[config.mk]
export PLATFORM = sky130hd
export DESIGN_NAME = pipelined_cla_addsub_flat
export DESIGN_NICKNAME = d
export VERILOG_FILES = /design/src/rtl/alu_pkg.sv /design/src/rtl/pipelined_cla_addsub_if.sv /design/src/rtl/cla_slice.sv /design/src/rtl/pipelined_cla_addsub.sv /design/src/flat_wrapper.sv
export SDC_FILE = /design/constraint.sdc
export NUM_CORES = 1
export LEC_CHECK = 0
export ABC_AREA = 0
export BUFFER_PORTS_ARGS = -buffer_cell sky130_fd_sc_hd__clkbuf_2
export CORE_MARGIN = 5
export CORE_UTILIZATION = 51
export DETAILED_ROUTE_END_ITERATION = 6
export GPL_ROUTABILITY_DRIVEN = 0
export PLACE_DENSITY = 0.77
export SKIP_CTS_REPAIR_TIMING = 1
export SYNTH_ARGS = -nofsm -noshare
export SYNTH_HDL_FRONTEND = slang
export SYNTH_SLANG_ARGS = --single-unit
[constraint.sdc]
create_clock -name clock -period 8.8 [get_ports clock]
set_input_delay 1.76 -clock clock [delete_from_list [all_inputs] [get_ports clock]]
set_output_delay 1.76 -clock clock [all_outputs]
set_load 0.005 [all_outputs]
[src/rtl/alu_pkg.sv]
// Shared ALU datapath definitions: default adder geometry, add/sub mode
// encoding and an elaboration-time geometry check.
package alu_pkg;

    localparam int unsigned DEFAULT_WIDTH = 32;
    localparam int unsigned DEFAULT_SLICE = 8;

    typedef enum logic {
        MODE_ADD = 1'b0,
        MODE_SUB = 1'b1
    } mode_e;

    // True when the word splits into a whole number of look-ahead slices.
    function automatic bit width_ok(input int unsigned width, input int unsigned slice);
        return (slice != 0) && (width != 0) && ((width % slice) == 0);
    endfunction

endpackage

[src/rtl/pipelined_cla_addsub_if.sv]
// Operand/result handshake bundle for the pipelined add/subtract unit.
interface pipelined_cla_addsub_if
    import alu_pkg::*;
#(
    parameter int unsigned WIDTH = DEFAULT_WIDTH
);

    logic             in_valid;
    logic             in_ready;
    logic [WIDTH-1:0] a;
    logic [WIDTH-1:0] b;
    logic             cin;
    logic             sub;
    logic             out_valid;
    logic             out_ready;
    logic [WIDTH-1:0] sum;
    logic             cout;
    logic             overflow;

    // Producer of operands and consumer of results.
    modport master (
        output in_valid, a, b, cin, sub, out_ready,
        input  in_ready, out_valid, sum, cout, overflow
    );

    // The arithmetic unit itself.
    modport slave (
        input  in_valid, a, b, cin, sub, out_ready,
        output in_ready, out_valid, sum, cout, overflow
    );

endinterface

[src/rtl/cla_slice.sv]
// Combinational SLICE-bit carry-look-ahead slice. Every internal carry is a
// flat sum of generate/propagate products, so there is no ripple path.
module cla_slice #(
    parameter int unsigned SLICE = alu_pkg::DEFAULT_SLICE
) (
    input  logic [SLICE-1:0] a,
    input  logic [SLICE-1:0] b,
    input  logic             cin,
    output logic [SLICE-1:0] sum,
    output logic             cout,
    output logic             c_msb
);

    logic [SLICE-1:0] g;
    logic [SLICE-1:0] p;
    logic [SLICE:0]   c;
    logic             acc;
    logic             run;

    // Expand c[i+1] = g[i] | p[i]g[i-1] | ... | p[i..0]cin for every bit.
    always_comb begin
        g    = a & b;
        p    = a ^ b;
        c    = '0;
        c[0] = cin;
        acc  = 1'b0;
        run  = 1'b0;
        for (int unsigned i = 0; i < SLICE; i++) begin
            acc = g[i];
            run = p[i];
            for (int unsigned k = 0; k < i; k++) begin
                acc = acc | (run & g[i-1-k]);
                run = run & p[i-1-k];
            end
            c[i+1] = acc | (run & cin);
        end
        sum   = p ^ c[SLICE-1:0];
        cout  = c[SLICE];
        c_msb = c[SLICE-1];
    end

endmodule

[src/rtl/pipelined_cla_addsub.sv]
// Pipelined WIDTH-bit add/subtract unit: one look-ahead slice per stage with
// the inter-slice carry registered, valid/ready handshake with backpressure.
module pipelined_cla_addsub
    import alu_pkg::*;
#(
    parameter int unsigned WIDTH = DEFAULT_WIDTH,
    parameter int unsigned SLICE = DEFAULT_SLICE
) (
    input logic                   clock,
    input logic                   reset_n,
    pipelined_cla_addsub_if.slave bus
);

    localparam int unsigned STAGES = WIDTH / SLICE;

    if (!width_ok(WIDTH, SLICE)) begin : g_bad_geometry
        $error("pipelined_cla_addsub: WIDTH must be a non-zero multiple of SLICE");
    end

    mode_e mode;
    logic  advance;

    // Stage registers. Operand words travel whole so slice k meets stage k;
    // sum words accumulate finished slices so the result leaves together.
    logic [STAGES-1:0] valid_q;
    logic [STAGES-1:0] carry_q;
    logic [WIDTH-1:0]  a_q   [STAGES];
    logic [WIDTH-1:0]  b_q   [STAGES];
    logic [WIDTH-1:0]  sum_q [STAGES];
    logic              ovf_q;

    // Inputs seen by each stage this cycle.
    logic [WIDTH-1:0]  st_a     [STAGES];
    logic [WIDTH-1:0]  st_b     [STAGES];
    logic [WIDTH-1:0]  st_s     [STAGES];
    logic [WIDTH-1:0]  st_snext [STAGES];
    logic [STAGES-1:0] st_c;
    logic [STAGES-1:0] st_v;

    logic [STAGES-1:0][SLICE-1:0] sl_sum;
    logic [STAGES-1:0]            sl_cout;
    logic                         sl_cmsb [STAGES];

    // The whole pipe moves only when the output slot is free or draining.
    always_comb begin
        advance      = !valid_q[STAGES-1] || bus.out_ready;
        bus.in_ready = advance;
    end

    // Stage 0 takes effective operands from the bus; later stages take the
    // previous stage's registers.
    always_comb begin
        mode    = mode_e'(bus.sub);
        st_a[0] = bus.a;
        st_b[0] = (mode == MODE_SUB) ? ~bus.b : bus.b;
        st_c[0] = (mode == MODE_SUB) ? 1'b1 : bus.cin;
        st_v[0] = bus.in_valid;
        st_s[0] = '0;
        for (int unsigned k = 1; k < STAGES; k++) begin
            st_a[k] = a_q[k-1];
            st_b[k] = b_q[k-1];
            st_c[k] = carry_q[k-1];
            st_v[k] = valid_q[k-1];
            st_s[k] = sum_q[k-1];
        end
    end

    for (genvar k = 0; k < STAGES; k++) begin : g_stage
        cla_slice #(
            .SLICE (SLICE)
        ) u_slice (
            .a     (st_a[k][k*SLICE +: SLICE]),
            .b     (st_b[k][k*SLICE +: SLICE]),
            .cin   (st_c[k]),
            .sum   (sl_sum[k]),
            .cout  (sl_cout[k]),
            .c_msb (sl_cmsb[k])
        );
    end

    // Merge each stage's freshly computed slice into its partial sum word.
    always_comb begin
        for (int unsigned k = 0; k < STAGES; k++) begin
            st_snext[k]                    = st_s[k];
            st_snext[k][k*SLICE +: SLICE] = sl_sum[k];
        end
    end

    // Valid bits: cleared by reset, otherwise shifted on advance (bubbles kept).
    always_ff @(posedge clock) begin
        if (!reset_n) begin
            valid_q <= '0;
        end else if (advance) begin
            valid_q <= st_v;
        end
    end

    // Datapath registers: no reset needed, invalid slots are masked at the output.
    always_ff @(posedge clock) begin
        if (advance) begin
            for (int unsigned k = 0; k < STAGES; k++) begin
                a_q[k]   <= st_a[k];
                b_q[k]   <= st_b[k];
                sum_q[k] <= st_snext[k];
            end
            carry_q <= sl_cout;
            ovf_q   <= sl_cmsb[STAGES-1] ^ sl_cout[STAGES-1];
        end
    end

    // Result port reads zero whenever the output slot is empty.
    always_comb begin
        bus.out_valid = valid_q[STAGES-1];
        bus.sum       = valid_q[STAGES-1] ? sum_q[STAGES-1] : '0;
        bus.cout      = valid_q[STAGES-1] ? carry_q[STAGES-1] : 1'b0;
        bus.overflow  = valid_q[STAGES-1] ? ovf_q : 1'b0;
    end

endmodule

[src/flat_wrapper.sv]
// flat-port wrapper written by rule: the top's interface ports become plain ports
module pipelined_cla_addsub_flat import alu_pkg::*;
#(
    parameter int unsigned WIDTH = DEFAULT_WIDTH,
    parameter int unsigned SLICE = DEFAULT_SLICE
)
  (clock, reset_n, bus_in_valid, bus_a, bus_b, bus_cin, bus_sub, bus_out_ready, bus_in_ready, bus_out_valid, bus_sum, bus_cout, bus_overflow);
  pipelined_cla_addsub_if #(.WIDTH(WIDTH)) bus_i ();
  input logic clock;
  input logic reset_n;
  input wire logic [$bits(bus_i.in_valid)-1:0] bus_in_valid;
  input wire logic [$bits(bus_i.a)-1:0] bus_a;
  input wire logic [$bits(bus_i.b)-1:0] bus_b;
  input wire logic [$bits(bus_i.cin)-1:0] bus_cin;
  input wire logic [$bits(bus_i.sub)-1:0] bus_sub;
  input wire logic [$bits(bus_i.out_ready)-1:0] bus_out_ready;
  output wire logic [$bits(bus_i.in_ready)-1:0] bus_in_ready;
  output wire logic [$bits(bus_i.out_valid)-1:0] bus_out_valid;
  output wire logic [$bits(bus_i.sum)-1:0] bus_sum;
  output wire logic [$bits(bus_i.cout)-1:0] bus_cout;
  output wire logic [$bits(bus_i.overflow)-1:0] bus_overflow;
  assign bus_i.in_valid = bus_in_valid;
  assign bus_i.a = bus_a;
  assign bus_i.b = bus_b;
  assign bus_i.cin = bus_cin;
  assign bus_i.sub = bus_sub;
  assign bus_i.out_ready = bus_out_ready;
  assign bus_in_ready = bus_i.in_ready;
  assign bus_out_valid = bus_i.out_valid;
  assign bus_sum = bus_i.sum;
  assign bus_cout = bus_i.cout;
  assign bus_overflow = bus_i.overflow;
  pipelined_cla_addsub #(.WIDTH(WIDTH), .SLICE(SLICE)) u_core (.clock(clock), .reset_n(reset_n), .bus(bus_i));
endmodule
# After elaboration in Yosys (flattened, before gate mapping)
# Memory sizes are Yosys's and may differ from the RTL's.
# Cells that the tools add are included.
# Widths: inputs -> output; s select.
# totals
register_bits,9
latchBits,0
mem_bits_rw,384
rom_bits,0
in_bits,70
output_inout_bits,36
n_memories,3
# classes
add_sub_neg,0
n_mul,0
div,0
magnitude_cmp,0
eq_ne,0
shift,0
mux,7
n_bitwise,414
reduce_logical,2
# mem_list
name,depth,width,rd,rd_clocked_by_memory_dff,write_ports,line_no,rtl
u_core.a_q,4,32,3,0,4,pipelined_cla_addsub.sv:27,logic [WIDTH-1:0] a_q [STAGES];
u_core.b_q,4,32,3,0,4,pipelined_cla_addsub.sv:28,logic [WIDTH-1:0] b_q [STAGES];
u_core.sum_q,4,32,4,0,4,pipelined_cla_addsub.sv:29,logic [WIDTH-1:0] sum_q [STAGES];
# op_table
op,n
$and 1x1->1,256
$or 1x1->1,144
$mux 32,2
$xor 8x8->8,8
$and 8x8->8,4
$not 32->32,1
$mux 1,5
$logic_not 1->1,1
$logic_or 1x1->1,1
$xor 1x1->1,1

# Longest topological paths before layout
# depth
word_depth,12
mapped_depth,8
depth_no_buf,6

# Hierarchy
# From an unflattened synthesis, not the netlist that was laid out.
# hier_totals
cells_unflattened,445
area_unflattened_um2,7617.3
# modules_own_cells
mod,instances,cells_each,area_per_inst_um2,seq_area_each_um2
pipelined_cla_addsub,1,271,6153.4,5515.3
cla_slice (u_core.g_stage[1].u_slice ...),3,41,357.8,0.0
cla_slice (u_core.g_stage[0].u_slice),1,51,390.4,0.0

# Worst setup path before layout
# Ideal clock, no wire load.
# synth_timing
kind,input to output
from,input bus_out_ready
to,output bus_in_ready
arrival_time_ns,6.937
path_slack_ns,0.103
stages,2
n_path_buf,1
path_cell_list,nand2b_1 clkbuf_1
# synth_via
elab_chain_cells,1
# synth_lines
element,line_no,rtl
start: declaration,flat_wrapper.sv:16,input wire logic [$bits(bus_i.out_ready)-1:0] bus_out_ready;
$logic_or 1x1->1,pipelined_cla_addsub.sv:46,advance = !valid_q[STAGES-1] || bus.out_ready;
end: declaration,flat_wrapper.sv:17,output wire logic [$bits(bus_i.in_ready)-1:0] bus_in_ready;
# Every way passes these cells.

# Final worst setup path
# Same ends and word-level chain as after synthesis.

==> summary.md <==
| Metric | Value |
|---|---|
| Largest net degree at the start of global routing | `96` |
| Area fraction of the dominant cell type after synthesis | `0.725` |
| Antenna violations before repair | `0` |
| Post-Synthesis Cell Area | `0.00749 sq mm` |
| CP arrival | `3.04 ns` |
| Synth Register Bits | `185` |
| Global-route wire length before repair | `18300 um` |
| Die Span X | `131 um` |
| Nets | `679` |
| Crit path max fanout | `95` |
| Clock-pin slew on the worst setup and hold paths | `0.07 ns` |
| CP endpoint kind | `primary output` |
| Sw Ratio | `0.204` |
| CTS tree | `done` |
| Worst-Margin Slew | `1.12 ns` |
| RSZ-0062 raised after global routing | `no` |
| Clk pwr share | `0.361` |
| Synth-to-Final Area Change | `18.6%` |
| Wirelength, routed | `11000 um` |
| Logic pwr share | `0.092` |
| Number of DRC markers in iteration 0 | `147` |
| Pwr Density | `251 mW/mm^2` |
| Worst R2R Start | `u_core.valid_q[3]` |
| Synthesized Nets | `560` |
| Most common cell in the netlist | `edfxtp_1` |
| Dpl cell area | `0.00824 sq mm` |
| DPL Wire Length | `7540 um` |
| Cts bufs inserted | `17` |
| Required time of the critical path | `7.04 ns` |
| Hold Vio Cnt, Final | `0` |
| Max Fclk | `0.208 GHz` |
| All-Layer GR Usage | `0.134` |
| Post-route DRC | `0` |
| Top post-synthesis cells by count | `edfxtp_1, and2_1, xor2_1` |
| Netlist cell types | `44` |
| Sink Count | `185` |
| Max_cap viols | `0` |
| Mapped Cells | `452` |
| Worst slew margin | `0.252` |
| PortBufs | `105` |
| Vias | `3861` |
| Die Y-Extent | `131 um` |
| Final setup TNS | `0 ns` |
| Dominant cell type by area after synthesis | `edfxtp_1` |
| Global route overflow | `0` |
| Clk_skew | `0.00858 ns` |
| Lkg Pwr | `3.71 nW` |
| Clk Latency, worst-skew pair | `0.42 ns` |
| Seq pwr share | `0.546` |
| Post-synth ARST share | `0` |
| DR vias/cell | `5.03` |
| Worst setup SP type | `input pin` |
| N_diodes | `0` |
| Sequential area share after synthesis | `0.736` |
| Core Area | `0.0145 sq mm` |
| Net Sw Power | `0.000456 W` |
| Fillers | `1118` |
| YS warnings | `0` |
| Crit path kind | `input pin to primary output` |
| Min Tclk post-route | `4.80 ns` |
| Min-delay src | `u_core.a_q[1][26]` |
| Clock buffer depth | `2` |
| Routed len/inst | `14.4 um` |
| PnR worst setup slack | `4.00 ns` |
| Hold Path Class | `flop to flop` |
| Max H-tree Level | `4` |
| Crit path launch | `bus_out_ready` |
| DRT antenna net count | `0` |
| Post-synth EDFFs | `181` |
| Share of layout cells above drive strength 1 | `0.250` |
| Final setup viols | `0` |
| Router iterations before antenna repair | `4` |
| Final core utilization | `0.614` |
| Status | `finished clean` |
| Max Slew Vio Count | `0` |
| Rows | `44` |
| Final Cell Area | `0.00889 sq mm` |
| IO Count | `106` |
| Fin crit share | `0.545` |
| Internal | `0.00178 W` |
| Root Driver | `clkbuf_16` |
| Initial core utilization | `0.518` |
| Die area | `0.0172 sq mm` |
| Ys flop type | `edfxtp_1` |
| Peak supply drop | `0.125 mV` |
| Syn Area/Cell | `16.6 sq um` |
| Pre-CTS WS | `3.95 ns` |
| Number of global-route vias before repair | `4036` |
| Area contributors post-synth | `edfxtp_1, ha_1, xor2_1` |
final cells by class:
class                      instances  area [sq um]  share of cell area
sequential                       185          5520               0.620
multi-input combinational        235          1860               0.209
timing repair buffer             108           548              0.0617
clock buffer                      21           480              0.0541
tap                              184           230              0.0259
clock inverter                    11           165              0.0186
inverter                          24          90.1              0.0101
metal layers:
layer / wire length [um] / global-route usage / vias up
li1: - / - / 1911
met1: 4070 / 0.132 / 1853
met2: 6200 / 0.247 / 76
met3: 491 / 0.0443 / 21
met4: 282 / 0.0658 / 0
met5: 0 / 0 / -
critical path: stages:
cell and delay (ns):
clkbuf_2 0.08, nand2b_4 0.10, buf_4 0.81, clkbuf_2 0.26
registers in the layout, summed over array words and instances, names as in the netlist:
register / count
u_core.b_q: 48
u_core.valid_q: 4
u_core.sum_q: 80
u_core.a_q: 48
u_core.carry_q: 4
u_core.ovf_q: 1
cell families (layout without fill, tap and decap cells):
family	Yosys count	in the layout	synth area share
adder cells (fa/ha/maj)	38	38	0.0674
AO/OA/AOI/OAI	54	54	0.0506
AND/OR/NAND/NOR	88	88	0.0643
buffers and inverters	32	164	0.0170
multiplexers	3	3	0.00401
flip-flops	185	185	0.736
XOR/XNOR	52	52	0.0608
placed cells by master, fill, tap and decap left out, types with 5 or more instances in the layout:
master,Yosys,final
inv_1,24,24
nand2_1,6,6
a21o_1,5,5
a21oi_1,9,9
clkbuf_16,0,17
xor2_1,36,36
clkbuf_2,0,105
nor3_1,11,11
a211oi_1,6,6
and2_1,36,36
nand3_1,6,6
ha_1,34,34
nor2_1,14,14
edfxtp_1,181,181
o21ai_0,9,9
xnor2_1,16,16
through the flow:
stage	instances	power [W]	hold WS [ns]
floorplan	452	0.00137	0.400
global placement	736	0.00142	0.402
detailed placement	736	0.00145	0.405
CTS	768	0.00225	0.413
global route	768	0.00233	0.423
finish	768	0.00223	0.410
power groups by stage:
| stage | clock [W] | combinational, W | sequential [W] |
|---|---|---|---|
| floorplan | 0 | 0.000153 | 0.00122 |
| global placement | 0 | 0.000193 | 0.00123 |
| detailed placement | 0 | 0.000206 | 0.00124 |
| CTS | 0.000824 | 0.000208 | 0.00122 |
| global route | 0.000863 | 0.000234 | 0.00123 |
| finish | 0.000807 | 0.000206 | 0.00122 |
final timing paths:
kind	to	slack, ns	cells past startpoint
setup / recovery	bus_in_ready	4.00	4
hold / removal	u_core.a_q[2][26]	0.41	0
setup reg to reg	u_core.sum_q[2][21]	6.10	3
hold reg to reg	u_core.a_q[2][26]	0.41	0
Power figures use the tool's default switching activity.
